[src/rtl/fwd_scoreboard_pkg.sv]
// Shared pipeline typedefs: forward-source one-hot and shadow slot record.
// Pure types/helpers, no timing or flow control.
package fwd_scoreboard_pkg;

  typedef struct packed {
    logic ex;
    logic mem0;
    logic mem1;
  } fwd_type_t;

  typedef struct packed {
    logic       valid;
    logic [4:0] rd;
    logic       late;
  } slot_t;

  localparam slot_t SLOT_BUBBLE = '0;

  // x0 is hardwired zero, so it never produces a forward.
  function automatic logic slot_hit(input slot_t s, input logic [4:0] rs);
    return s.valid && (s.rd != 5'd0) && (s.rd == rs);
  endfunction

endpackage

[src/rtl/fwd_scoreboard_if.sv]
// Decode/stage-control inputs and forwarding results of the scoreboard.
// Combinational bundle; no flow control of its own.
interface fwd_scoreboard_if;
  import fwd_scoreboard_pkg::*;

  logic       de_valid;
  logic       de_stall;
  logic [4:0] de_rs1;
  logic [4:0] de_rs2;
  logic [4:0] de_wb_reg;
  logic       de_mem_read;
  logic       ex_stall;
  logic       mem0_stall;
  logic       mem1_stall;
  logic       ex_br_miss;
  logic       csr_kill;
  fwd_type_t  fwd_rs1;
  fwd_type_t  fwd_rs2;
  logic       fwd_stall;
  logic [31:0] fwd_stall_count;

  modport master (
    output de_valid, de_stall, de_rs1, de_rs2, de_wb_reg, de_mem_read,
    output ex_stall, mem0_stall, mem1_stall, ex_br_miss, csr_kill,
    input  fwd_rs1, fwd_rs2, fwd_stall, fwd_stall_count
  );

  modport slave (
    input  de_valid, de_stall, de_rs1, de_rs2, de_wb_reg, de_mem_read,
    input  ex_stall, mem0_stall, mem1_stall, ex_br_miss, csr_kill,
    output fwd_rs1, fwd_rs2, fwd_stall, fwd_stall_count
  );

endinterface

[src/rtl/fwd_match.sv]
// One source register against the EX/MEM0/MEM1 slots: youngest-match one-hot plus its late flag.
// Purely combinational; no backpressure.
module fwd_match
  import fwd_scoreboard_pkg::*;
(
  input  logic [4:0] rs,
  input  slot_t      ex_slot,
  input  slot_t      mem0_slot,
  input  slot_t      mem1_slot,
  output fwd_type_t  fwd,
  output logic       late_hit
);

  logic hit_ex;
  logic hit_mem0;
  logic hit_mem1;

  assign hit_ex   = slot_hit(ex_slot, rs);
  assign hit_mem0 = slot_hit(mem0_slot, rs);
  assign hit_mem1 = slot_hit(mem1_slot, rs);

  // Youngest producer wins; late_hit reports the late flag of that producer only.
  always_comb begin
    fwd      = '0;
    late_hit = 1'b0;
    if (hit_ex) begin
      fwd.ex   = 1'b1;
      late_hit = ex_slot.late;
    end else if (hit_mem0) begin
      fwd.mem0 = 1'b1;
      late_hit = mem0_slot.late;
    end else if (hit_mem1) begin
      fwd.mem1 = 1'b1;
      late_hit = mem1_slot.late;
    end
  end

endmodule

[src/rtl/fwd_scoreboard.sv]
// Operand forwarding scoreboard shadowing EX/MEM0/MEM1; outputs are combinational off slot flops.
// Stalls decode on late results still in EX/MEM0; optional stall counter under FWD_STALL_COUNT_EN.
module fwd_scoreboard
  import fwd_scoreboard_pkg::*;
(
  input logic             clk_core,
  input logic             reset_n,
  fwd_scoreboard_if.slave sb
);

  slot_t ex_slot, mem0_slot, mem1_slot;
  slot_t ex_nxt, mem0_nxt, mem1_nxt;
  logic  late_rs1, late_rs2;

  always_comb begin
    ex_nxt   = ex_slot;
    mem0_nxt = mem0_slot;
    mem1_nxt = mem1_slot;
    if (!sb.ex_stall) begin
      ex_nxt.valid = sb.de_valid & ~sb.de_stall & ~sb.ex_br_miss;
      ex_nxt.rd    = sb.de_wb_reg;
      ex_nxt.late  = sb.de_mem_read;
    end
    if (!sb.mem0_stall) mem0_nxt = sb.ex_stall ? SLOT_BUBBLE : ex_slot;
    if (!sb.mem1_stall) mem1_nxt = sb.mem0_stall ? SLOT_BUBBLE : mem0_slot;
    // Kill reaches only the younger two stages; MEM1 is already committed.
    if (sb.csr_kill) begin
      ex_nxt.valid   = 1'b0;
      mem0_nxt.valid = 1'b0;
    end
  end

  always_ff @(posedge clk_core or negedge reset_n) begin
    if (!reset_n) begin
      ex_slot   <= SLOT_BUBBLE;
      mem0_slot <= SLOT_BUBBLE;
      mem1_slot <= SLOT_BUBBLE;
    end else begin
      ex_slot   <= ex_nxt;
      mem0_slot <= mem0_nxt;
      mem1_slot <= mem1_nxt;
    end
  end

  fwd_match u_match_rs1 (
    .rs        (sb.de_rs1),
    .ex_slot   (ex_slot),
    .mem0_slot (mem0_slot),
    .mem1_slot (mem1_slot),
    .fwd       (sb.fwd_rs1),
    .late_hit  (late_rs1)
  );

  fwd_match u_match_rs2 (
    .rs        (sb.de_rs2),
    .ex_slot   (ex_slot),
    .mem0_slot (mem0_slot),
    .mem1_slot (mem1_slot),
    .fwd       (sb.fwd_rs2),
    .late_hit  (late_rs2)
  );

  // Late data is available in MEM1, so a late hit there forwards without stalling.
  assign sb.fwd_stall = sb.de_valid &
                        ((late_rs1 & ~sb.fwd_rs1.mem1) | (late_rs2 & ~sb.fwd_rs2.mem1));

`ifdef FWD_STALL_COUNT_EN
  logic [31:0] stall_cnt;

  always_ff @(posedge clk_core or negedge reset_n) begin
    if (!reset_n) begin
      stall_cnt <= '0;
    end else if (sb.fwd_stall && (stall_cnt != 32'hFFFF_FFFF)) begin
      stall_cnt <= stall_cnt + 32'd1;
    end
  end

  assign sb.fwd_stall_count = stall_cnt;
`else
  assign sb.fwd_stall_count = '0;
`endif

endmodule

[src/flat_wrapper.sv]
// flat-port wrapper written by rule: the top's interface ports become plain ports
module fwd_scoreboard_flat import fwd_scoreboard_pkg::*;
  (clk_core, reset_n, sb_de_valid, sb_de_stall, sb_de_rs1, sb_de_rs2, sb_de_wb_reg, sb_de_mem_read, sb_ex_stall, sb_mem0_stall, sb_mem1_stall, sb_ex_br_miss, sb_csr_kill, sb_fwd_rs1, sb_fwd_rs2, sb_fwd_stall, sb_fwd_stall_count);
  fwd_scoreboard_if sb_i ();
  input logic clk_core;
  input logic reset_n;
  input wire logic [$bits(sb_i.de_valid)-1:0] sb_de_valid;
  input wire logic [$bits(sb_i.de_stall)-1:0] sb_de_stall;
  input wire logic [$bits(sb_i.de_rs1)-1:0] sb_de_rs1;
  input wire logic [$bits(sb_i.de_rs2)-1:0] sb_de_rs2;
  input wire logic [$bits(sb_i.de_wb_reg)-1:0] sb_de_wb_reg;
  input wire logic [$bits(sb_i.de_mem_read)-1:0] sb_de_mem_read;
  input wire logic [$bits(sb_i.ex_stall)-1:0] sb_ex_stall;
  input wire logic [$bits(sb_i.mem0_stall)-1:0] sb_mem0_stall;
  input wire logic [$bits(sb_i.mem1_stall)-1:0] sb_mem1_stall;
  input wire logic [$bits(sb_i.ex_br_miss)-1:0] sb_ex_br_miss;
  input wire logic [$bits(sb_i.csr_kill)-1:0] sb_csr_kill;
  output wire logic [$bits(sb_i.fwd_rs1)-1:0] sb_fwd_rs1;
  output wire logic [$bits(sb_i.fwd_rs2)-1:0] sb_fwd_rs2;
  output wire logic [$bits(sb_i.fwd_stall)-1:0] sb_fwd_stall;
  output wire logic [$bits(sb_i.fwd_stall_count)-1:0] sb_fwd_stall_count;
  assign sb_i.de_valid = sb_de_valid;
  assign sb_i.de_stall = sb_de_stall;
  assign sb_i.de_rs1 = sb_de_rs1;
  assign sb_i.de_rs2 = sb_de_rs2;
  assign sb_i.de_wb_reg = sb_de_wb_reg;
  assign sb_i.de_mem_read = sb_de_mem_read;
  assign sb_i.ex_stall = sb_ex_stall;
  assign sb_i.mem0_stall = sb_mem0_stall;
  assign sb_i.mem1_stall = sb_mem1_stall;
  assign sb_i.ex_br_miss = sb_ex_br_miss;
  assign sb_i.csr_kill = sb_csr_kill;
  assign sb_fwd_rs1 = sb_i.fwd_rs1;
  assign sb_fwd_rs2 = sb_i.fwd_rs2;
  assign sb_fwd_stall = sb_i.fwd_stall;
  assign sb_fwd_stall_count = sb_i.fwd_stall_count;
  fwd_scoreboard u_core (.clk_core(clk_core), .reset_n(reset_n), .sb(sb_i));
endmodule
[config.mk]
export PLATFORM = sky130hd
export DESIGN_NAME = fwd_scoreboard_flat
export DESIGN_NICKNAME = d
export VERILOG_FILES = /design/src/rtl/fwd_scoreboard_pkg.sv /design/src/rtl/fwd_scoreboard_if.sv /design/src/rtl/fwd_match.sv /design/src/rtl/fwd_scoreboard.sv /design/src/flat_wrapper.sv
export SDC_FILE = /design/constraint.sdc
export NUM_CORES = 1
export LEC_CHECK = 0
export ABC_AREA = 1
export BUFFER_PORTS_ARGS = -buffer_cell sky130_fd_sc_hd__buf_2
export CAP_MARGIN = 20
export CELL_PAD_IN_SITES_DETAIL_PLACEMENT = 0
export CELL_PAD_IN_SITES_GLOBAL_PLACEMENT = 1
export CORE_ASPECT_RATIO = 1.1
export CORE_MARGIN = 8
export CORE_UTILIZATION = 35
export CTS_BUF_LIST = sky130_fd_sc_hd__clkbuf_16
export CTS_CLUSTER_DIAMETER = 120
export DETAILED_ROUTE_END_ITERATION = 8
export PLACE_DENSITY_LB_ADDON = 0.1
export SLEW_MARGIN = 20
export SYNTH_ARGS = -nofsm -noshare
export SYNTH_HDL_FRONTEND = slang
export SYNTH_SLANG_ARGS = --single-unit
[constraint.sdc]
create_clock -name clk_core -period 3.9 [get_ports clk_core]
set_input_delay 0.78 -clock clk_core [delete_from_list [all_inputs] [get_ports clk_core]]
set_output_delay 0.78 -clock clk_core [all_outputs]
set_load 0.01 [all_outputs]
==> results of run 1 <==
==> logic make-up (layout without fill, tap and decap cells) <==
kind of cell | after synthesis | after routing
other | 1 | 32
XOR/XNOR | 13 | 13
AO/OA/AOI/OAI | 21 | 21
buffers and inverters | 64 | 63
flip-flops | 20 | 20
AND/OR/NAND/NOR | 111 | 111
==> per-stage QoR <==
stage | power [mW] | utilization
floorplan | 0.3461 | -
global placement | 0.3686 | 0.3849
detailed placement | 0.3667 | 0.3849
CTS | 0.5781 | 0.4023
global route | 0.6089 | 0.4023
finish | 0.5697 | 0.4023
==> worst max-delay path by stage <==
| stage | from | endpoint | slack (ns) |
|---|---|---|---|
| 4_1_cts | sb_de_rs2[0] | sb_fwd_rs2[0] | 1.22 |
| 6_report | sb_de_rs2[1] | sb_fwd_stall | 1.26 |
| 3_3_place_gp | sb_de_rs2[0] | sb_fwd_rs2[0] | 1.24 |
| 3_5_place_dp | sb_de_rs2[0] | sb_fwd_rs2[0] | 1.22 |
| 2_1_floorplan | sb_de_rs2[1] | sb_fwd_stall | 1.59 |
| 5_1_grt | sb_de_rs2[0] | sb_fwd_rs2[0] | 1.10 |
==> power by group <==
part | internal (mW) | leakage, nW | switching, mW
Combinational | 0.0415 | 0.683 | 0.0798
Sequential | 0.223 | 0.261 | 0.0187
Clock | 0.135 | 0.0370 | 0.0716
==> cells in the mapped netlist, types with 2 or more instances <==
master,n
inv_2,6
nand3_2,2
nand3_1,13
nor2_2,2
xnor2_1,4
o31ai_1,3
dfrtp_1,20
nor2_1,21
nand2_1,66
o21ai_0,9
inv_1,22
a21oi_1,3
nor4_1,3
xor2_1,9
buf_4,34
o22ai_1,4
==> state kept, by name, summed over array words and instances, names as in the netlist <==
| register | count |
|---|---|
| u_core.ex_slot | 7 |
| u_core.mem0_slot | 7 |
| u_core.mem1_slot | 6 |
==> layer usage <==
metal  share of wire  wire [µm]  vias up  GRT usage
li1                -          -      713          -
met1            0.45       1764      578     0.1392
met2            0.49       1935       39     0.1987
met3           0.048        188        2    0.02484
met4          0.0094         37        0    0.03974
met5               0          0        -          0
==> worst reg2reg max path: cells and delay by family (launching register included) <==
kind | cells | cell delay, ns
AOI/OAI and AO/OA | 1 | 0.19
DFF | 1 | 0.41
and+or+nand+nor | 1 | 0.06
==> layout make-up <==
type / count / area [µm²] / share of cell area
well taps: 54 / 67.56 / 0.03890
multi-input cells: 177 / 829.5 / 0.4777
inverters: 29 / 108.9 / 0.06268
repair buffers: 31 / 155.1 / 0.08934
flip-flops and latches: 20 / 500.5 / 0.2882
clock buffers: 3 / 75.07 / 0.04323
==> cell usage in the layout, fill, tap and decap left out, types with 4 or more instances in the layout <==
| master | instances |
|---|---|
| nand2_1 | 66 |
| conb_1 | 32 |
| buf_2 | 31 |
| inv_1 | 22 |
| nor2_1 | 21 |
| dfrtp_1 | 20 |
| nand3_1 | 13 |
| xor2_1 | 9 |
| o21ai_0 | 9 |
| inv_2 | 6 |
| xnor2_1 | 4 |
| o22ai_1 | 4 |
==> impl_metrics.py, run 1 <==
metrics = {
    "die": {
        "core_um2": 4317,
        "rows": 25,
        "die_y_um": 86.50,
        "initial_utilization": 0.3664,
        "io_pins": 64,
        "die_width_um": 80.09,
        "die-area_um2": 6928,
    },
    "min_path": {
        "worst_hold_path.endpoint": "u_core.mem1_slot[6]",
        "min_from": "u_core.mem1_slot[6]",
        "worstHoldPathCells": 2,
        "hp-class": "flop to flop",
    },
    "yosys": {
        "ys_seq_elements": 20,
        "synth-async-reset-ratio": 1.000,
        "synth_area_um2": 1582,
        "synth_top_area_cell": "dfrtp_1",
        "synthAdderAreaFrac": 0,
        "synth_xor_area_frac": 0.07199,
        "synth_edf_count": 0,
        "ys.flop_type": "dfrtp_1",
        "yosys.area_share.simple": 0.2983,
        "synthCells": 230,
        "synthTopCellsByArea": "dfrtp_1 (32%), buf_4 (16%), nand2_1 (16%)",
        "avgSynthCellArea_um2": 6.876,
        "yosysTopAreaCellShare": 0.3165,
        "yosysWarnings": 0,
        "synth-seq-area-share": 0.3165,
        "synth_top_family_by_area": "simple AND/OR/NAND/NOR gates",
        "yosysUniqueCellTypes": 25,
        "synth_compound_area_frac": 0.07832,
        "synth.area.mux_share": 0,
    },
    "worst_setup_path": {
        "crit_slowest_cell": "nand3_1",
        "cp.depth": 12,
        "end_kind": "output port",
        "path_max_fanout": 4,
        "r2r_slack_ns": 3.13,
        "r2r-end": "u_core.mem0_slot[6]",
        "worstPathCellList": "buf_2 > inv_1 > nand2_1 > nand2_1 > nor2_1 > nand3_1 > nor2_2 > nand3_1 > nand2_1 > nor2_1 > nor2_1 > buf_2",
        "worstSetupPathType": "input port to output port",
        "cp-start-kind": "input port",
        "worstRegToRegCells": 2,
        "crit_arrival_ns": 1.86,
        "cp_top_family": "simple AND/OR/NAND/NOR gates",
        "max_stage_delay_ns": 0.15,
        "r2r_start": "u_core.mem0_slot[6]",
        "cp_num_buf_inv": 3,
        "cp.required_ns": 3.12,
    },
    "route": {
        "drc": 0,
        "ant_nets": 0,
        "drt-total-wl_um": 3925,
        "wl_per_cell_um": 12.50,
        "drt_iter0_drc": 48,
        "firstDrtPassIters": 4,
        "vias_per_cell": 4.242,
        "via_count": 1332,
    },
    "sta": {
        "setup_tns_ns": 0,
        "finalWorstSetupSlack_ns": 1.256,
        "grt_setup_unrepaired": "false",
        "holdWs_ns": 0.4738,
        "skew_ns": 0.002017,
        "finalSetupViolCount": 0,
        "slew_violations": 0,
        "fin_crit_sh": 0.6778,
        "fmax_mhz": 378.3,
        "period_needed_ns": 2.644,
        "finalHoldViolCount": 0,
    },
    "place": {
        "pre_cts_slack_ns": 1.218,
        "placed_cell_area_um2": 1662,
        "globalplace.congestion": 0.8085,
        "portBuffers": 31,
        "hpwl_um": 3327,
        "dp.cells": 311,
    },
    "cells_and_area": {
        "diodes": 0,
        "stdcell_count": 314,
        "num-fill-cells": 492,
        "area_delta_synth_final_pct": 9.810,
        "nNetsFinal": 287,
        "drive_gt1_frac": 0.1769,
        "fin_area_um2": 1737,
    },
    "pwr": {
        "leakagePower_nw": 0.9806,
        "peakVddDrop_mv": 0.1834,
        "powerDensity_nw_per_um2": 328.0,
    },
    "grt": {
        "first_global_vias": 1426,
        "grt-ovfl-total": 0,
        "antenna_found_initial": 0,
        "grt_pass1_wl_um": 6423,
        "grtUsageTotal": 0.1165,
        "grt_max_degree": 21,
    },
    "cts": {
        "cts_tree": "yes",
        "clk_latency_ns": 0.25,
        "holdBufCountCts": 0,
        "htreeDepth": 1,
        "cts-root-buf": "clkbuf_16",
        "cts_resized": 0,
        "cts.sinks": 20,
        "numCtsBuffers": 3,
        "clk_path_buf_depth": 2,
        "clk_pin_slew_worst_paths_ns": 0.05,
        "cts_setup_buffers": 0,
    },
    "job": {
        "drv_cap": 0,
    },
    "status": {
        "status": "finished clean",
    },
}
No activity file was read; power rests on OpenSTA's default activity.
==> run 2: changes to the inputs <==
--- a/config.mk
+++ b/config.mk
@@ -12,7 +12,7 @@
 export CELL_PAD_IN_SITES_GLOBAL_PLACEMENT = 1
 export CORE_ASPECT_RATIO = 1.1
 export CORE_MARGIN = 8
-export CORE_UTILIZATION = 35
+export CORE_UTILIZATION = 33
 export CTS_BUF_LIST = sky130_fd_sc_hd__clkbuf_16
 export CTS_CLUSTER_DIAMETER = 120
 export DETAILED_ROUTE_END_ITERATION = 8
==> constraint.sdc (replaced) <==
create_clock -name clk_core -period 2.48 [get_ports clk_core]
set_input_delay 0.496 -clock clk_core [delete_from_list [all_inputs] [get_ports clk_core]]
set_output_delay 0.496 -clock clk_core [all_outputs]
set_load 0.01 [all_outputs]
==> run 2 against run 1 <==
  * Combinational power grew 59%
  * Core utilization is 1.9 points lower
  * Worst hold slack got worse by 0.28 ns
  * Clock-buffer cell count is the same
  * Largest cell class unchanged
  * Largest power group is now clock
  * Highest routed layer unchanged
==> impl_metrics.py, run 2 (synthesized netlist as in run 1, its figures left out) <==
metrics = {
    "status": {
        "status": "finished clean",
    },
    "cells_and_area": {
        "reg_top3": "u_core.ex_slot x7, u_core.mem0_slot x7, u_core.mem1_slot x6",
        "stdcell_count": 317,
        "fin_util": 0.3830,
        "nNetsFinal": 287,
        "final_cell_mix": "nand2_1 (66), conb_1 (32), buf_2 (31)",
        "drive_gt1_frac": 0.1801,
        "area_delta_synth_final_pct": 11.87,
        "diodes": 0,
        "final_common_cell": "nand2_1",
    },
    "cts": {
        "htreeDepth": 1,
        "numCtsBuffers": 3,
        "clk_latency_ns": 0.26,
        "holdBufCountCts": 0,
        "cts_setup_buffers": 0,
        "cts-root-buf": "clkbuf_16",
        "cts_resized": 0,
        "clk_pin_slew_worst_paths_ns": 0.06,
        "cts.sinks": 20,
        "cts_tree": "yes",
        "clk_path_buf_depth": 2,
    },
    "worst_setup_path": {
        "r2r_slack_ns": 1.65,
        "end_kind": "output port",
        "worst_path_most_repeated_cell": "nor2_1",
        "max_stage_delay_ns": 0.41,
        "crit_arrival_ns": 1.64,
        "cp-start-kind": "flop",
        "worstSetupPathType": "flop to output port",
        "path_max_fanout": 3,
        "crit_slowest_cell": "dfrtp_1",
        "cp.required_ns": 1.98,
        "worstPathCellList": "inv_1 > nor2_1 > nor4_1 > nand3_1 > nor2_1 > nand2_1 > nor2_1 > buf_2",
        "worstRegToRegCells": 2,
    },
    "route": {
        "drc": 0,
        "wl_per_cell_um": 13.12,
        "ant_nets": 0,
        "firstDrtPassIters": 4,
        "vias_per_cell": 4.341,
        "drt-total-wl_um": 4159,
        "drt_iter0_drc": 87,
        "via_count": 1376,
    },
    "grt": {
        "antenna_found_initial": 0,
        "grt-ovfl-total": 0,
        "grtUsageTotal": 0.1185,
        "grt_pass1_wl_um": 6575,
        "first_global_vias": 1379,
        "grt_max_degree": 21,
    },
    "job": {
        "drv_cap": 0,
    },
    "die": {
        "die-area_um2": 7266,
        "die_width_um": 82.01,
        "rows": 26,
        "io_pins": 64,
        "core_um2": 4619,
        "die_y_um": 88.61,
        "initial_utilization": 0.3424,
    },
    "pwr": {
        "leakagePower_nw": 0.9948,
        "powerDensity_nw_per_um2": 581.3,
        "peakVddDrop_mv": 0.2882,
    },
    "sta": {
        "setup_tns_ns": 0,
        "finalSetupViolCount": 0,
        "fin_crit_sh": 0.8619,
        "fmax_mhz": 467.8,
        "period_needed_ns": 2.138,
        "skew_ns": 0.005223,
        "grt_setup_unrepaired": "false",
        "finalHoldViolCount": 0,
        "slew_violations": 0,
    },
    "place": {
        "hpwl_um": 3477,
        "dp.cells": 313,
        "globalplace.congestion": 0.8121,
        "portBuffers": 31,
    },
    "min_path": {
        "hp-class": "input port to async pin",
    },
}
[run 2: changes by cell type in the layout (fill, tap and decap cells not counted), sizes merged]
cell    delta
bufinv     +1
[run 2: report_power, final]
part | switching, mW | total (mW) | internal, mW | leakage, nW
clock | 0.135 | 0.456 | 0.321 | 0.0511
sequential | 0.0310 | 0.381 | 0.350 | 0.261
combinational | 0.126 | 0.192 | 0.0653 | 0.683
[run 2: layout make-up]
| class | count | area, µm² |
|---|---|---|
| multi-input combinational | 177 | 829.5 |
| fill | 518 | 2850 |
| sequential | 20 | 500.5 |
| inverter | 29 | 108.9 |
| clock inverter | 1 | 30.03 |
| tap | 56 | 70.07 |
| clock buffer | 3 | 75.07 |
| timing repair buffer | 31 | 155.1 |
[run 2: stage by stage]
| step | cell area, µm² | hold WS, ns | worst slack, ns | total power, mW |
|---|---|---|---|---|
| 2_1_floorplan | 1698 | 0.2004 | 0.7410 | 0.5443 |
| 3_3_place_gp | 1664 | 0.4635 | 0.3872 | 0.5808 |
| 3_5_place_dp | 1664 | 0.4699 | 0.3804 | 0.5799 |
| 4_1_cts | 1769 | 0.2129 | 0.2782 | 1.039 |
| 5_1_grt | 1769 | 0.2271 | 0.1148 | 1.085 |
| 6_report | 1769 | 0.1903 | 0.3424 | 1.028 |
[run 2: path summary, 6_finish.rpt]
| kind | start | end |
|---|---|---|
| max | u_core.mem1_slot[1] | sb_fwd_rs2[0] |
| min in group clk_core | sb_csr_kill | u_core.mem0_slot[6] |
| min | reset_n | u_core.ex_slot[4] |
| min reg2reg | u_core.mem1_slot[6] | u_core.mem1_slot[6] |
| max reg2reg | u_core.mem0_slot[5] | u_core.mem1_slot[5] |
| max in group asynchronous | reset_n | u_core.mem0_slot[4] |
[run 2: routing by layer]
metal | track usage | vias up | routed length, µm
li1 | - | 715 | -
met1 | 0.1514 | 609 | 1889
met2 | 0.1925 | 47 | 1945
met3 | 0.01524 | 5 | 250
met4 | 0.05272 | 0 | 74
met5 | 0 | - | 0
[run 2: critical path: cells and delay by family, from the launching register on]
family,cells,cell delay (ns)
buf+inv,2,0.24
simple gates,6,0.74
flops,1,0.41
